`config.mk`:
```
export PLATFORM = sky130hd
export DESIGN_NAME = spi_master_shifter
export DESIGN_NICKNAME = d
export VERILOG_FILES = /design/src/rtl/spi_master_shifter.sv
export SDC_FILE = /design/constraint.sdc
export NUM_CORES = 1
export LEC_CHECK = 0
export BUFFER_PORTS_ARGS = -buffer_cell sky130_fd_sc_hd__buf_2
export CORE_AREA = 2 2 97 76
export CTS_CLUSTER_DIAMETER = 80
export DETAILED_ROUTE_END_ITERATION = 8
export DIE_AREA = 0 0 99 78
export GPL_ROUTABILITY_DRIVEN = 0
export PLACE_DENSITY = 0.49
export SYNTH_ARGS = -nofsm -noshare
export SYNTH_HDL_FRONTEND = slang
export SYNTH_SLANG_ARGS = --single-unit
```
`constraint.sdc`:
```
create_clock -name i_clk -period 2.25 [get_ports i_clk]
set_input_delay 0.1125 -clock i_clk [delete_from_list [all_inputs] [get_ports i_clk]]
set_output_delay 0.1125 -clock i_clk [all_outputs]
set_load 0.02 [all_outputs]
```
`src/rtl/spi_master_shifter.sv`:
```
// spi_master_shifter
// SPI mode 0 (CPOL=0, CPHA=0), MSB-first master engine. It pops bytes from a
// TX FIFO, shifts them out on MOSI while sampling MISO on every SCLK rise, and
// pushes each received byte into an RX FIFO.
//
// Parameters:
//   DWIDTH   bits per SPI frame / FIFO word width (>= 2)
//   CLK_DIV  i_clk cycles per SCLK half-period (>= 1)
//
// Ports:
//   i_clk, i_rst_n     clock, asynchronous active-low reset
//   tx_empty           TX FIFO empty flag
//   tx_dataOut         TX FIFO read data, valid the cycle after the pop edge
//   tx_REn             TX FIFO pop strobe (one cycle per byte)
//   rx_full            RX FIFO full flag
//   rx_dataIn, rx_WEn  RX FIFO write data and push strobe
//   o_sclk, o_mosi     SPI clock (idles low) and data out
//   o_cs_n             SPI chip select, active low
//   i_miso             SPI data in, sampled on SCLK rise
//   busy               high whenever the engine is not idle
//   overrun            sticky: a received byte was dropped on rx_full
//   overrun_clr        synchronous clear of overrun (a same-cycle set wins)
//
// Build option:
//   SPI_CS_HOLD_EN  when defined, queued bytes are sent back to back with
//                   o_cs_n held low; otherwise o_cs_n deasserts between bytes.
//
// Frame timeline, relative to the o_cs_n fall (D = CLK_DIV):
//   D lead cycles, then DWIDTH bit periods of D low + D high cycles.
//   The last SCLK fall lands at D*(2*DWIDTH+1) and coincides with DONE entry;
//   rx_WEn follows one cycle later.

module spi_master_shifter #(
    parameter int unsigned DWIDTH  = 8,
    parameter int unsigned CLK_DIV = 4
) (
    input  logic              i_clk,
    input  logic              i_rst_n,
    input  logic              tx_empty,
    input  logic [DWIDTH-1:0] tx_dataOut,
    output logic              tx_REn,
    input  logic              rx_full,
    output logic [DWIDTH-1:0] rx_dataIn,
    output logic              rx_WEn,
    output logic              o_sclk,
    output logic              o_mosi,
    output logic              o_cs_n,
    input  logic              i_miso,
    output logic              busy,
    output logic              overrun,
    input  logic              overrun_clr
);

    localparam int unsigned CNT_W = (CLK_DIV > 1) ? $clog2(CLK_DIV) : 1;
    localparam int unsigned BIT_W = $clog2(DWIDTH + 1);
    localparam logic [CNT_W-1:0] HALF_LAST = CNT_W'(CLK_DIV - 1);
    localparam logic [BIT_W-1:0] BIT_LAST  = BIT_W'(DWIDTH - 1);

    typedef enum logic [2:0] {
        IDLE,
        FETCH,
        LEAD,
        SHIFT,
        DONE,
        GAP
    } state_t;

    state_t            state;
    logic [CNT_W-1:0]  cnt;
    logic [BIT_W-1:0]  bit_cnt;
    logic [DWIDTH-1:0] tx_sr;
    logic [DWIDTH-1:0] rx_sr;
    logic              fetch_wait;
    logic              half_done;

    // End of the current CLK_DIV-cycle interval
    assign half_done = (cnt == HALF_LAST);

    // Engine state and all registered outputs
    always_ff @(posedge i_clk or negedge i_rst_n) begin
        if (!i_rst_n) begin
            state      <= IDLE;
            cnt        <= '0;
            bit_cnt    <= '0;
            tx_sr      <= '0;
            rx_sr      <= '0;
            fetch_wait <= 1'b0;
            tx_REn     <= 1'b0;
            rx_WEn     <= 1'b0;
            rx_dataIn  <= '0;
            o_sclk     <= 1'b0;
            o_mosi     <= 1'b0;
            o_cs_n     <= 1'b1;
            busy       <= 1'b0;
            overrun    <= 1'b0;
        end else begin
            tx_REn <= 1'b0;
            rx_WEn <= 1'b0;

            // Clear first so a set later in this block takes priority
            if (overrun_clr) begin
                overrun <= 1'b0;
            end

            case (state)
                IDLE: begin
                    if (!tx_empty) begin
                        tx_REn     <= 1'b1;
                        fetch_wait <= 1'b1;
                        busy       <= 1'b1;
                        state      <= FETCH;
                    end
                end

                // First cycle covers the FIFO read latency, second loads the byte
                FETCH: begin
                    if (fetch_wait) begin
                        fetch_wait <= 1'b0;
                    end else begin
                        tx_sr   <= tx_dataOut;
                        o_mosi  <= tx_dataOut[DWIDTH-1];
                        o_cs_n  <= 1'b0;
                        cnt     <= '0;
                        bit_cnt <= '0;
                        state   <= LEAD;
                    end
                end

                LEAD: begin
                    if (half_done) begin
                        cnt   <= '0;
                        state <= SHIFT;
                    end else begin
                        cnt <= cnt + CNT_W'(1);
                    end
                end

                // Each bit: CLK_DIV cycles low, rise + sample, CLK_DIV high, fall + advance
                SHIFT: begin
                    if (!half_done) begin
                        cnt <= cnt + CNT_W'(1);
                    end else begin
                        cnt <= '0;
                        if (!o_sclk) begin
                            o_sclk <= 1'b1;
                            rx_sr  <= {rx_sr[DWIDTH-2:0], i_miso};
                        end else begin
                            o_sclk <= 1'b0;
                            if (bit_cnt == BIT_LAST) begin
                                o_mosi <= 1'b0;
`ifndef SPI_CS_HOLD_EN
                                o_cs_n <= 1'b1;
`endif
                                state  <= DONE;
                            end else begin
                                bit_cnt <= bit_cnt + BIT_W'(1);
                                // Rotate rather than shift; the wrapped bit is never driven out
                                tx_sr   <= {tx_sr[DWIDTH-2:0], tx_sr[DWIDTH-1]};
                                o_mosi  <= tx_sr[DWIDTH-2];
                            end
                        end
                    end
                end

                DONE: begin
                    if (!rx_full) begin
                        rx_WEn    <= 1'b1;
                        rx_dataIn <= rx_sr;
                    end else begin
                        overrun <= 1'b1;
                    end
                    cnt <= '0;
`ifdef SPI_CS_HOLD_EN
                    // Keep the transaction open while more bytes are queued
                    if (!tx_empty) begin
                        tx_REn     <= 1'b1;
                        fetch_wait <= 1'b1;
                        state      <= FETCH;
                    end else begin
                        o_cs_n <= 1'b1;
                        state  <= GAP;
                    end
`else
                    state <= GAP;
`endif
                end

                GAP: begin
                    if (half_done) begin
                        cnt   <= '0;
                        busy  <= 1'b0;
                        state <= IDLE;
                    end else begin
                        cnt <= cnt + CNT_W'(1);
                    end
                end

                default: begin
                    state <= IDLE;
                end
            endcase
        end
    end

endmodule

```
-- Word level (Yosys, flattened, before mapping)
Cells that the tools add are included.
- flip-flop bits (word level): 41
- bits of input ports: 14
- word-level logic and storage cells: 92
- output and inout bits: 15
- muxes and demuxes: 43
- reduce and logical (&&, ||, !) cells: 16
- eq/ne operators: 15
- bitwise logic cells: 2
- $add $sub $neg: 2
- operators with widths (operator ; number):
    8-bit 2-to-1 mux ; 4
    3-bit 2-to-1 mux ; 7
    1-bit 2-to-1 mux ; 18
    3-bit case mux with 6 select lines ; 1
    4-bit 2-to-1 mux ; 4
    2-bit inequality test (second input constant) ; 8
    8-bit case mux with 2 select lines ; 1
    5-bit AND reduction ; 2
    1-bit case mux with 2 select lines ; 4
    4-bit case mux with 2 select lines ; 1
    2-bit AND reduction ; 4
    7-bit AND reduction ; 1
    3-bit by 2-bit equality test with 1-bit output (second input constant) ; 2
    3-bit equality test (second input constant) ; 2
    2-bit case mux with 3 select lines ; 1
    3-bit AND reduction ; 2
    2-bit nonzero test ; 3
    4-bit by 1-bit adder with 4-bit output (second input constant) ; 1
    4-bit by 3-bit equality test with 1-bit output (second input constant) ; 1
    2-bit 2-to-1 mux ; 2
    4-bit AND reduction ; 1
    3-bit by 1-bit equality test with 1-bit output (second input constant) ; 1
    3-bit logical NOT ; 1
    3-bit nonzero test ; 1
    4 further kinds ; 5

-- Depth between registers and ports, before layout
- depth in word-level cells: 5
- gate-level depth with buffers: 5
- mapped depth without buffers: 4

-- Worst setup path after synthesis
No wires, ideal clock.
- kind: register -> register
- from: reg cnt[0]
- to: reg tx_sr[0]
- setup time: 0.125 ns
- period minus slack after synthesis: 1.652 ns
- data arrival time: 1.527 ns
- slack: 0.598 ns
- cell stages (with the launch flop): 6
- buffers on the path: 1
- cells stage by stage: dfrtp_1 -> ha_1 -> nand3_1 -> a211oi_2 -> buf_4 -> mux2_2
- cells in the longest elaborated chain, start to end: 3
- RTL lines (what ; line ; source):
    start, declared ; 69 ; logic [CNT_W-1:0] cnt;
    start signal, assigned ; 134 ; cnt <= cnt + CNT_W'(1);
    start signal, assigned ; 141 ; cnt <= cnt + CNT_W'(1);
    start signal, assigned ; 194 ; cnt <= cnt + CNT_W'(1);
    2-bit equality test ; 77 ; assign half_done = (cnt == HALF_LAST);
    2-bit inequality test (no source line) ; - ;
    5-bit AND reduction (no source line) ; - ;
    end signal, assigned ; 120 ; tx_sr <= tx_dataOut;
    end signal, assigned ; 158 ; tx_sr <= {tx_sr[DWIDTH-2:0], tx_sr[DWIDTH-1]};
    end, declared ; 71 ; logic [DWIDTH-1:0] tx_sr;
No other way between the ends.
A chain may end at the register's enable or synchronous reset.

-- Final worst setup path
- from: reg state[1]
- to: reg rx_dataIn[5]
- cells in the longest elaborated chain, start to end: 2
- RTL lines (what ; line ; source):
    start, declared ; 68 ; state_t state;
    start signal, assigned ; 82 ; state <= IDLE;
    start signal, assigned ; 111 ; state <= FETCH;
    start signal, assigned ; 125 ; state <= LEAD;
    3-bit equality test ; 105 ; case (state)
    2-bit AND reduction (no source line) ; - ;
    end signal, assigned ; 168 ; rx_dataIn <= rx_sr;
    end, declared ; 43 ; output logic [DWIDTH-1:0] rx_dataIn,
No other way between the ends.

==> summary.txt <==
Yosys
  – Leading register cell type out of synthesis: dfrtp_1
  – Ys Warns: 0
  – Flop and latch count out of synthesis: just over 40
  – Area share of the largest cell type after synthesis: 0.5102
  – Synth Cell Area: 1962 µm²
  – Main area contributors after synthesis: dfrtp_1 (51%), mux2_2 (15%), mux2_4 (3.8%), a21oi_1 (1.8%), inv_1 (1.5%)
  – Asr flop ratio synth: 1.000
  – Synthesized Nets: between 150 and 200
  – Area leader, netlist: dfrtp_1
  – Post-synthesis sequential area ratio: 0.5236
  – Syn_area_per_cell: about 13 µm²
  – Post-synth EDFFs: 0
  – Distinct cells, synth: slightly above 40
  – Post-Synthesis Cells: around 160

Final layout
  – Design area: approximately 2300 µm²
  – Layout Utilization: 0.3505
  – Layout Cells excl Fill: between 200 and 300
  – # fillers: 657
  – Share of layout cells above drive strength 1: 0.4124
  – Antenna diode count: 0
  – Final #Nets: between 200 and 250
  – Area delta synth->final: 19.13%
  – Most frequent cells in the layout: dfrtp_1 (40), buf_2 (28), mux2_2 (26)
  – Most common cell after layout, fill and taps aside: dfrtp_1

Floorplanning
  – Die width: 99 µm
  – Die ar.: roughly 7700 µm²
  – Die Y: between 70 and 80 µm
  – Io pins: 29
  – Starting Density: 0.2942
  – Num rows: 26
  – Core area: between 6000 and 7000 µm²

Critical path
  – Startpoint types: flip-flop
  – CP Cell Sequence: buf_4 > nand2b_1 > nor3_4 > mux2_2
  – WP data required: 2440 ps
  – Worst Path Buf+Inv: 1
  – Delay-heaviest family, CP: simple AND/OR/NAND/NOR gates
  – Setup crit end kind: flip-flop
  – CP Class: flip-flop to flip-flop
  – Crit path largest cell delay: between 400 and 500 ps
  – Worst Path Arrival: about 2000 ps
  – Slowest CP cell: dfrtp_1
  – Crit-path max FO: 16

GRT
  – GRT Total Usage: 0.1090
  – First-pass GRT wire length: around 6600 µm
  – Largest net degree at the start of global routing: 28
  – Vias in the first global route: around 1.3k
  – Grt ovf: 0
  – Initial antenna violation count: 0

Detailed routing
  – Via count: ~1.3k
  – Via/cell ratio: between 4 and 5
  – Post-DR wirelength/cell: between 10 and 15 µm
  – DRT iter0 DRCs: 37
  – Detailed Route WL: roughly 3900 µm
  – DRC viols: 0
  – First drt pass iteration count: 4
  – Antenna Violating Nets Remaining: 0

Power
  – Net switching power: between 0.8 and 0.9 mW
  – Clock share of power: 0.210
  – Sw frac: 0.3334
  – Power Dens Cells: approximately 1100 nW/µm²
  – Comb power frac: 0.343
  – Leakage: about 1.1 nW
  – Worst VDD drop: around 280 µV
  – Part of the power in registers: 0.447
  – Tot Pwr: between 2 and 2.5 mW
  – P_int: 1.651 mW

Clock tree
  – Clk buf depth: 2
  – Clk sink count: between 40 and 50
  – Clk_lat worst skew: about 300 ps
  – TritonCTS clock tree: built
  – H-Tree Depth: 2
  – Cts bufs inserted: 5
  – Root buf cell: clkbuf_8
  – Clock transition at path regs: approximately 90 ps

Timing
  – Max-slew headroom at the worst pin: 0.6887
  – Measured slew at the worst slew-check pin: 465.4 ps
  – Fin worst setup slack: between 400 and 500 ps
  – Final hold violations: 0
  – Fmax: 545.2 MHz
  – Total Neg Setup Slack: 0 ps
  – Count of final setup violators: 0
  – RSZ-0062 raised after global routing: no
  – Final worst path period share: 0.8152
  – Worst Hold Margin: 49.88 ps
  – Clock Skews: 5.278 ps
  – Final worst path period need: between 1500 and 2000 ps
  – Pins Over Slew Limit: 0

Placed design
  – Post-Place Cells: between 200 and 300
  – DP HPWL: approximately 2700 µm
  – DP Area: 2213 µm²
  – Post-place setup slack: around 410 ps
  – Port-buffer cells: 28

Hold path
  – Worst hold-check path type: input port to flip-flop

Outcome
  – Outcome: finished, final reports clean

Run
  – Max_cap viols: 0
## worst paths after layout
check,cells past startpoint,start,slack (ps),endpoint
max,4,state[1],420,rx_dataIn[5]
min,2,i_miso,50,rx_sr[0]
max reg2reg,4,state[1],420,rx_dataIn[5]
min reg2reg,1,rx_sr[7],510,rx_dataIn[7]
max in group asynchronous,3,i_rst_n,1280,tx_sr[4]
min in group asynchronous,2,i_rst_n,270,tx_sr[2]
## kinds of logic after synthesis
logic type / count (synthesis) / share of synthesized area
AO/OA/AOI/OAI: 26 / 0.09439
adder cells (fa/ha/maj): 2 / 0.01275
multiplexers: 33 / 0.1977
flip-flops: 41 / 0.5236
AND/OR/NAND/NOR: 38 / 0.1320
buffers and inverters: 14 / 0.03507
XOR/XNOR: 1 / 0.004465
## final cells by class
class                      instances  area [µm²]  area share
clock inverter                     3       25.02     0.01071
tap                               84       105.1     0.04497
sequential                        41        1027      0.4395
timing repair buffer              37       215.2     0.09208
inverter                           8       30.03     0.01285
clock buffer                       5       68.82     0.02944
multi-input combinational        100       865.8      0.3704
## power by group through the flow
| stage | Sequential, mW | Clock (mW) | Combinational, mW |
|---|---|---|---|
| 6_report | 1.11 | 0.519 | 0.851 |
| 2_1_floorplan | 1.10 | 0 | 0.664 |
| 3_5_place_dp | 1.12 | 0 | 0.858 |
| 5_1_grt | 1.15 | 0.577 | 0.939 |
| 3_3_place_gp | 1.12 | 0 | 0.846 |
| 4_1_cts | 1.11 | 0.540 | 0.865 |
## metal layers
metal	GRT usage	up-vias	wire, µm
met5	0	-	0
met4	0.05616	0	88
met3	0.03063	8	112
met2	0.1662	21	1735
met1	0.1407	647	1938
li1	-	639	-
## Yosys cell counts (3+ instances only)
library cell / count
dfrtp_1: 40
mux2_2: 26
inv_1: 8
a21oi_1: 7
nor2_1: 6
mux2_4: 5
nand2_1: 5
nand2b_1: 4
nand3_1: 4
a22oi_1: 3
nor2b_1: 3
o21ai_0: 3
## registers in the layout, indices dropped and copies added (netlist names)
| register | count |
|---|---|
| bit_cnt | 4 |
| busy | 1 |
| cnt | 2 |
| fetch_wait | 1 |
| o_cs_n | 1 |
| o_mosi | 1 |
| o_sclk | 1 |
| overrun | 1 |
| rx_WEn | 1 |
| rx_dataIn | 8 |
| rx_sr | 8 |
| state | 3 |
| tx_REn | 1 |
| tx_sr | 8 |
## timing repair
item                       4_1_cts  5_1_grt
setup buffers                    0        0
setup endpoints to repair        0        0
resized for setup                0        0
hold buffers                     3        0
hold endpoints to repair        15        0
Power figures use the tool's default switching activity.
